File: src/rtl/menu_screen_painter.sv
// Raster sweep that feeds the menu text setter and paints its answer
// pixel by pixel into the VGA adapter, one pixel per cycle.
//
// Ports:
//   clk, resetn          : clock, async active-low reset
//   start                : level request to begin a pass (sampled in IDLE)
//   repeat_en            : restart a pass straight after DONE
//   inmenu               : menu mode flag, gates text colour
//   menu_text            : registered text-setter answer for last pointer
//   x_pointer, y_pointer : coordinate presented to the text setter
//   vga_x, vga_y         : VGA write coordinate (pointer delayed a cycle)
//   vga_colour, vga_plot : VGA write colour and enable
//   busy, done           : pass in progress / pass complete pulse
module menu_screen_painter #(
  parameter int         WIDTH     = 160,
  parameter int         HEIGHT    = 120,
  parameter logic [2:0] FG_COLOUR = 3'b111,
  parameter logic [2:0] BG_COLOUR = 3'b000
) (
  input  logic       clk,
  input  logic       resetn,
  input  logic       start,
  input  logic       repeat_en,
  input  logic       inmenu,
  input  logic       menu_text,
  output logic [7:0] x_pointer,
  output logic [6:0] y_pointer,
  output logic [7:0] vga_x,
  output logic [6:0] vga_y,
  output logic [2:0] vga_colour,
  output logic       vga_plot,
  output logic       busy,
  output logic       done
);

  localparam logic [1:0] IDLE  = 2'd0;
  localparam logic [1:0] SCAN  = 2'd1;
  localparam logic [1:0] FLUSH = 2'd2;
  localparam logic [1:0] DONE  = 2'd3;

  localparam logic [7:0] X_LAST = 8'(WIDTH - 1);
  localparam logic [6:0] Y_LAST = 7'(HEIGHT - 1);

  logic [1:0] state;
  logic [1:0] state_nxt;
  logic       x_last;
  logic       y_last;
  logic       scan_valid;
  logic       inmenu_d;

  assign x_last     = (x_pointer == X_LAST);
  assign y_last     = (y_pointer == Y_LAST);
  assign scan_valid = (state == SCAN);
  assign busy       = (state != IDLE);

  always_comb begin
    state_nxt = state;
    unique case (state)
      IDLE:    if (start) state_nxt = SCAN;
      SCAN:    if (x_last && y_last) state_nxt = FLUSH;
      FLUSH:   state_nxt = DONE;
      DONE:    state_nxt = repeat_en ? SCAN : IDLE;
      default: state_nxt = IDLE;
    endcase
  end

  always_ff @(posedge clk or negedge resetn) begin
    if (!resetn) begin
      state <= IDLE;
      done  <= 1'b0;
    end else begin
      state <= state_nxt;
      done  <= (state_nxt == DONE);
    end
  end

  // Pointer only advances while scanning; the final pixel wraps back
  // to the origin so it already sits at (0,0) for FLUSH/DONE.
  always_ff @(posedge clk or negedge resetn) begin
    if (!resetn) begin
      x_pointer <= '0;
      y_pointer <= '0;
    end else if (scan_valid) begin
      if (x_last) begin
        x_pointer <= '0;
        y_pointer <= y_last ? '0 : y_pointer + 7'd1;
      end else begin
        x_pointer <= x_pointer + 8'd1;
      end
    end else begin
      x_pointer <= '0;
      y_pointer <= '0;
    end
  end

  // Delay the pointer by one cycle to line up with the registered
  // menu_text answer coming back from the text setter.
  always_ff @(posedge clk or negedge resetn) begin
    if (!resetn) begin
      vga_x    <= '0;
      vga_y    <= '0;
      vga_plot <= 1'b0;
      inmenu_d <= 1'b0;
    end else begin
      vga_x    <= x_pointer;
      vga_y    <= y_pointer;
      vga_plot <= scan_valid;
      inmenu_d <= inmenu;
    end
  end

  // menu_text is stale outside menu mode, so it must be gated.
  assign vga_colour = (inmenu_d && menu_text) ? FG_COLOUR : BG_COLOUR;

endmodule

File: config.mk
export PLATFORM = sky130hd
export DESIGN_NAME = menu_screen_painter
export DESIGN_NICKNAME = d
export VERILOG_FILES = /design/src/rtl/menu_screen_painter.sv
export SDC_FILE = /design/constraint.sdc
export NUM_CORES = 1
export LEC_CHECK = 0
export CORE_MARGIN = 4
export CORE_UTILIZATION = 38
export DETAILED_ROUTE_END_ITERATION = 7
export GPL_ROUTABILITY_DRIVEN = 0
export GPL_TIMING_DRIVEN = 0
export PLACE_DENSITY = 0.7
export SYNTH_ARGS = -nofsm -noshare
export SYNTH_HDL_FRONTEND = slang
export SYNTH_SLANG_ARGS = --single-unit
File: constraint.sdc
create_clock -name clk -period 1.86 [get_ports clk]
set_clock_uncertainty 0.2 [all_clocks]
set_input_delay 0.372 -clock clk [delete_from_list [all_inputs] [get_ports clk]]
set_output_delay 0.372 -clock clk [all_outputs]
set_load 0.005 [all_outputs]
; Word level (Yosys, flattened, before mapping)
; Index checks and enable logic that the tools add are counted.
[totals]
register_bits = 35
latchBits = 0
ramBits = 0
rom_bits = 0
in_bits = 6
memories = 0
[op_classes]
n_addsub = 2
mul = 0
div = 0
magnitude_cmp = 0
n_eq_ne = 7
n_shift = 0
muxes = 10
bitwise = 0
reduce_logical = 4
[ops]
columns = op, n
row1 = $mux W7, 3
row2 = $mux W8, 2
row3 = $add A8 B1 Y8 const B, 1
row4 = $eq A8 B8 Y1 const B, 1
row5 = $pmux W2 S4, 1
row6 = $add A7 B1 Y7 const B, 1
row7 = $eq A7 B7 Y1 const B, 1
row8 = $eq A2 B2 Y1 const B, 3
row9 = $mux W2, 2
row10 = $mux W3, 1
row11 = $eq A2 B1 Y1 const B, 1
row12 = $logic_and A1 B1 Y1, 2
row13 = $logic_not A2 Y1, 1
row14 = $ne A2 B2 Y1 const B, 1
row15 = $reduce_bool A2 Y1, 1
row16 = $mux W1, 1

; Longest topological paths before layout
; Gate-level depths: netlist (run 1).
[depth]
depth_word = 5
mapped_depth = 5

; Worst setup path after synthesis (run 1)
; Ideal clock, no wire load.
[synth_path]
path_type = register to register
from = reg x_pointer[0]
to = reg y_pointer[3]
setup_time_ps = 136
t_arrival_ps = 1743
required_time_ps = 1524
slack_ps = -219
path_stages_with_launch = 6
n_path_buf = 0
period_less_slack_ps = 2079
path_cell_list = dfrtp_1 -> ha_1 -> nand4_2 -> or4b_2 -> o21ai_0 -> a21oi_1
[synth_between]
elab_chain_len = 2
[synth_lines]
columns = element, line
row1 = "start, declared", 26  ; output logic [7:0] x_pointer,
row2 = "start signal, assigned", 88  ; x_pointer <= x_pointer + 8'd1;
row3 = $eq A8 B8 Y1, 51  ; assign x_last = (x_pointer == X_LAST);
row4 = $ne A2 B2 Y1 (no source line), --
row5 = "end signal, assigned", 86  ; y_pointer <= y_last ? '0 : y_pointer + 7'd1;
row6 = "end, declared", 27  ; output logic [6:0] y_pointer,
; No other way between the ends.
; A chain may end at the register's enable or synchronous reset.

; Worst setup path after layout (run 1)
; Ends and elaborated chain as after synthesis.

==> flow_summary.ini, run 1 <==
[worst_hold_path]
hp-class = reg -> reg

[clock_tree]
clock_sink_count = 35
h-tree-depth = 2
clk_pin_slew_ns = 0.10
clk_path_buf_depth = 2
cts-buffers-inserted = 5
clock_latency_ns = 0.33
clock-root-buffer = clkbuf_4
tritoncts = yes

[yosys]
synth_top_area_frac = 0.655
synth_area_um2 = 1340
synth_top_flop_cell = dfrtp_1
yosys_warnings = 0
synth_fp_nets = 118
yosysTopAreaCell = dfrtp_1
synth_edf_count = 0
yosysMostFrequentCell = dfrtp_1
async_flop_share = 1.00
ys_seq_elements = 35
synth_seq_area_share = 0.655
synthCells = 110
ys_top_cells_by_count = dfrtp_1 (35), nor2_1 (14), nand2_1 (7), nand3_1 (5), xnor2_1 (5)
synth_cell_types = 34
synth_area_leaders = dfrtp_1 (65%), nor2_1 (3.9%), xnor2_1 (3.3%)
syn_avg_cell_area_um2 = 12.2

[worst_setup_path]
arrival_ns = 1.93
rrSetupSlack_ns = -0.02
end_kind = flip-flop
startpoint_type = flip-flop
crit_fanout = 5
crit_type = reg -> reg
worstPathRequired_ns = 1.91

[routing]
drc = 0
drtPass1Iterations = 4
vias = 1078
via_per_inst = 4.71
final_antenna_net_count = 0
drt_wl_total_um = 3030
drt_first_iter_violations = 25
routedWlPerCell_um = 13.2

[floorplan]
io_pins = 42
die_height_um = 67.3
coreArea_um2 = 3360
dieArea_um2 = 4530
rows = 21
fp.dieW_um = 67.3
initial_core_util = 0.398

[global_routing]
grt_max_degree = 36
antenna_found_initial = 0
grt_pass1_wl_um = 4640
grt-ovfl-total = 0
track_usage = 0.140
grt_pass1_vias = 1024

[timing]
max_slew_margin = 0.506
finalCritPeriodShare = 1.01
rsz0062_at_grt = true
hold_viol_final = 0
tightest_slew_ns = 0.742
maxSlewViolCount = 0
setup_violations = 2
clock.fmax_ghz = 0.532
setup_ws_ns = -0.0213
post-route-min-period_ns = 1.88

[finish]
final-instance-count-excl-fill = 229
design_area_um2 = 2160
areaGrowthSynthToFinish_pct = 61.3
diodes = 0
utilization = 0.641
nets = 191
drive_gt1_frac = 0.317

[placed_design]
placed_cells = 197
portBuffers = 41
hpwlAfterDp_um = 1900
dpl_cell_area_um2 = 1830

[pwr]
powerDensity_nw_per_um2 = 1020
power_mw = 2.20
peakVddDrop_mv = 0.656
p_leak_nw = 1.04

[status]
status = finished, violations left
violations = negative setup slack

[run]
drv_cap = 0
-- path summary, 6_finish.rpt --
check | startpoint | to | cells past startpoint
setup / recovery | x_pointer[0] | y_pointer[3] | 5
hold / removal | y_pointer[0] | vga_y[0] | 0
setup reg to reg | x_pointer[0] | y_pointer[3] | 5
hold reg to reg | y_pointer[0] | vga_y[0] | 0
max in group asynchronous | resetn | y_pointer[4] | 2
min in group asynchronous | resetn | vga_x[3] | 2
-- final cells by class --
class / count / area [µm²]
clock buffers: 7 / 45.0
well taps: 46 / 57.6
plain buffers: 3 / 18.8
flip-flops and latches: 35 / 888
repair buffers: 66 / 611
fillers: 275 / 1210
multi-input cells: 68 / 522
inverters: 4 / 15.0
-- through the flow --
step                setup TNS (ns)  worst slack, ns  hold WS [ns]
finish                     -0.0396          -0.0213         0.251
global route                -0.423           -0.125         0.280
CTS                        -0.0693          -0.0428         0.248
detailed placement           -1.73           -0.302         0.240
global placement            -17.09           -0.556         0.236
floorplan                        0          0.00293        -0.124
-- power breakdown --
group	total, mW	internal, mW	switching (mW)
Clock	0.358	0.142	0.216
Sequential	1.04	0.922	0.115
Combinational	0.807	0.505	0.302
Total	2.20	1.57	0.633
-- cell usage in the layout (no fill, tap or decap), types with 2 or more instances in the layout --
| cell type | Yosys | layout |
|---|---|---|
| dfrtp_1 | 35 | 25 |
| clkbuf_1 | 1 | 3 |
| xnor2_1 | 5 | 5 |
| dlygate4sd2_1 | 0 | 3 |
| nor2_1 | 14 | 14 |
| and3_1 | 3 | 3 |
| clkbuf_4 | 0 | 5 |
| a21oi_2 | 0 | 2 |
| clkdlybuf4s15_1 | 0 | 2 |
| dlymetal6s2s_1 | 0 | 7 |
| nand2b_1 | 3 | 2 |
| buf_4 | 2 | 26 |
| xor2_1 | 2 | 2 |
| dfrtp_2 | 0 | 10 |
| nor2b_1 | 2 | 2 |
| inv_1 | 4 | 4 |
| nand2_1 | 7 | 7 |
| clkdlybuf4s50_1 | 0 | 27 |
| nand3_1 | 5 | 4 |
-- metal layers --
layer | part of all wire | global-route usage | routed length (µm)
met4 | 0.016 | 0.0759 | 49
met2 | 0.48 | 0.229 | 1450
met1 | 0.45 | 0.170 | 1370
met3 | 0.052 | 0.0349 | 156
met5 | 0 | 0 | 0
-- critical path, cell delays in order (launching register included) --
cell	delay [ns]
dfrtp_2	0.43
ha_4	0.17
nand4_4	0.09
or3_4	0.35
or4_4	0.42
a21oi_2	0.14
-- flip-flops by register name, indices dropped and copies added (netlist names) --
name	count
vga_x	8
x_pointer	8
vga_y	7
y_pointer	7
state	2
done	1
inmenu_d	1
vga_plot	1
-- cells by family (layout without fill, tap and decap cells) --
logic type      count (synthesis)  after routing  synth area share
compound gates                 10             10            0.0515
xor+xnor                        7              7            0.0458
fa+ha+maj                       2              2            0.0187
buf+inv                         7             80            0.0252
flops                          35             35             0.655
mux                             1              1           0.00748
simple gates                   48             48             0.196
-- what timing repair did --
| action | in CTS | in global routing |
|---|---|---|
| gates resized for setup | 20 | 21 |
| pin swaps | 6 | 8 |
| hold endpoints to repair | 35 | 0 |
| setup endpoints to repair | 28 | 16 |
| setup buffers | 20 | 4 |
| hold buffers | 1 | 0 |
Power figures use the tool's default switching activity.
==> run 2: changes to the inputs <==
--- a/config.mk
+++ b/config.mk
@@ -5,12 +5,14 @@
 export SDC_FILE = /design/constraint.sdc
 export NUM_CORES = 1
 export LEC_CHECK = 0
+export CAP_MARGIN = 5
 export CORE_MARGIN = 4
 export CORE_UTILIZATION = 38
 export DETAILED_ROUTE_END_ITERATION = 7
 export GPL_ROUTABILITY_DRIVEN = 0
 export GPL_TIMING_DRIVEN = 0
 export PLACE_DENSITY = 0.7
+export SETUP_SLACK_MARGIN = 0.5
 export SYNTH_ARGS = -nofsm -noshare
 export SYNTH_HDL_FRONTEND = slang
 export SYNTH_SLANG_ARGS = --single-unit
==> run 2 against run 1 <==
The run ends with negative hold slack, negative setup slack left; maximum frequency decreased by 0.72%; design area increased by 4.8%; worst hold slack got worse by 0.36 ns; sequential share of layout area decreased by 1.8 points; count of clock-buffer cells in the layout unchanged; critical path depth unchanged; via count increased by 8.2%; sequential cell count unchanged; clock power increased by 7.0%; register-to-register slack about the same; critical endpoint unchanged.
==> flow_summary.ini, run 2 (synthesized netlist as in run 1, its figures left out) <==
[timing]
clock.fmax_ghz = 0.528
max_slew_margin = 0.502
tightest_slew_ns = 0.748
post-route-min-period_ns = 1.90
setup_ws_ns = -0.0350
hold_viol_final = 35
rsz0062_at_grt = true
finalCritPeriodShare = 1.02
setup_violations = 4
fin_hold_ws_ns = -0.109
maxSlewViolCount = 0
fin_setup_tns_ns = -0.0653

[worst_setup_path]
worstPathRequired_ns = 1.92
end_kind = flip-flop
startpoint_type = flip-flop
arrival_ns = 1.96
crit_type = reg -> reg
crit_fanout = 5

[routing]
drt_first_iter_violations = 55
final_antenna_net_count = 0
via_per_inst = 4.74
vias = 1166
routedWlPerCell_um = 14.4
drt_wl_total_um = 3540
drc = 0
drtPass1Iterations = 4

[floorplan]
coreArea_um2 = 3360
initial_core_util = 0.398
dieArea_um2 = 4530
io_pins = 42
fp.dieW_um = 67.3
rows = 21
die_height_um = 67.3

[status]
status = finished, violations left
violations = negative hold slack, negative setup slack

[finish]
drive_gt1_frac = 0.585
final_common_cell = buf_6
biggestRegsByFlops = vga_x (8), x_pointer (8)
layout_common_cells = buf_6 (31), buf_4 (27), dfrtp_1 (24)
areaGrowthSynthToFinish_pct = 69.0
utilization = 0.672
final-instance-count-excl-fill = 246
nets = 207
diodes = 0
design_area_um2 = 2260

[clock_tree]
clock_sink_count = 35
clock_latency_ns = 0.33
cts-buffers-inserted = 5
clk_pin_slew_ns = 0.10
clock-root-buffer = clkbuf_4
clk_path_buf_depth = 2
h-tree-depth = 2
tritoncts = yes

[placed_design]
portBuffers = 41
dp_worst_setup_slack_ns = -0.294
placed_cells = 197
hpwlAfterDp_um = 1870
dpl_cell_area_um2 = 1840

[global_routing]
use_met1 = 0.182
use_met3 = 0.0366
grt_max_degree = 36
antenna_found_initial = 0
grt_pass1_vias = 1171
grt_busiest_layer = met2
track_usage = 0.158
grt_pass1_wl_um = 5290
grt-ovfl-total = 0
grt_util_met2 = 0.272

[run]
drv_cap = 0

[pwr]
power_mw = 2.35
peakVddDrop_mv = 0.720
p_leak_nw = 1.10
powerDensity_nw_per_um2 = 1040

[worst_hold_path]
hp-class = in -> async
run 2: cell count changes in the layout (fill, tap and decap cells not counted), sizes merged:
| cell | delta |
|---|---|
| clkdlybuf4s15 | -2 |
| dlymetal6s2s | -7 |
| clkinv | +1 |
| clkbuf | +2 |
| dlygate4sd3 | -1 |
| clkdlybuf4s50 | -24 |
| buf | +50 |
| dlygate4sd2 | -2 |
run 2: worst max-delay path: stages (launching register included):
cell and delay, ns:
dfrtp_2 0.41, ha_4 0.16, nand4_4 0.11, or3_4 0.39, or4_1 0.40, a21oi_1 0.16
run 2: power by group:
part | internal, mW | total, mW | switching (mW)
Combinational | 0.560 | 0.953 | 0.392
Clock | 0.147 | 0.383 | 0.236
Sequential | 0.922 | 1.02 | 0.0958
run 2: layout make-up:
class,instances,area [µm²]
buffer,3,30.0
clock buffer,7,45.0
clock inverter,1,5.00
fill,255,1100
inverter,4,15.0
multi-input combinational,68,541
sequential,35,890
tap,46,57.6
timing repair buffer,82,678
run 2: final timing paths:
| kind | start | end | slack [ns] | cells past startpoint |
|---|---|---|---|---|
| hold / removal | resetn | vga_y[0] | -0.11 | 1 |
| setup reg to reg | x_pointer[0] | y_pointer[3] | -0.04 | 5 |
| setup / recovery | x_pointer[0] | y_pointer[3] | -0.04 | 5 |
| max in group asynchronous | resetn | x_pointer[2] | 1.04 | 1 |
| hold reg to reg | x_pointer[4] | vga_x[4] | 0.27 | 0 |
| min in group clk | x_pointer[4] | vga_x[4] | 0.27 | 0 |
run 2: layer usage:
layer / vias up / part of all wire
li1: 553 / -
met1: 575 / 0.39
met2: 28 / 0.53
met3: 10 / 0.052
met4: 0 / 0.029
met5: - / 0
run 2: what timing repair did:
| item | in CTS | in global routing |
|---|---|---|
| endpoints found under the hold margin | 35 | 35 |
| resized for setup | 159 | 41 |
| endpoints found under the setup margin | 54 | 54 |
| buffers inserted | 35 | 6 |
| pin swaps | 13 | 6 |
==> run 3: changes to the inputs <==
--- a/config.mk
+++ b/config.mk
@@ -9,7 +9,6 @@
 export CORE_MARGIN = 4
 export CORE_UTILIZATION = 38
 export DETAILED_ROUTE_END_ITERATION = 7
-export GPL_ROUTABILITY_DRIVEN = 0
 export GPL_TIMING_DRIVEN = 0
 export PLACE_DENSITY = 0.7
 export SETUP_SLACK_MARGIN = 0.5
==> results of run 3 <==
The final DEF is identical to that of run 2; final timing and power are the same.
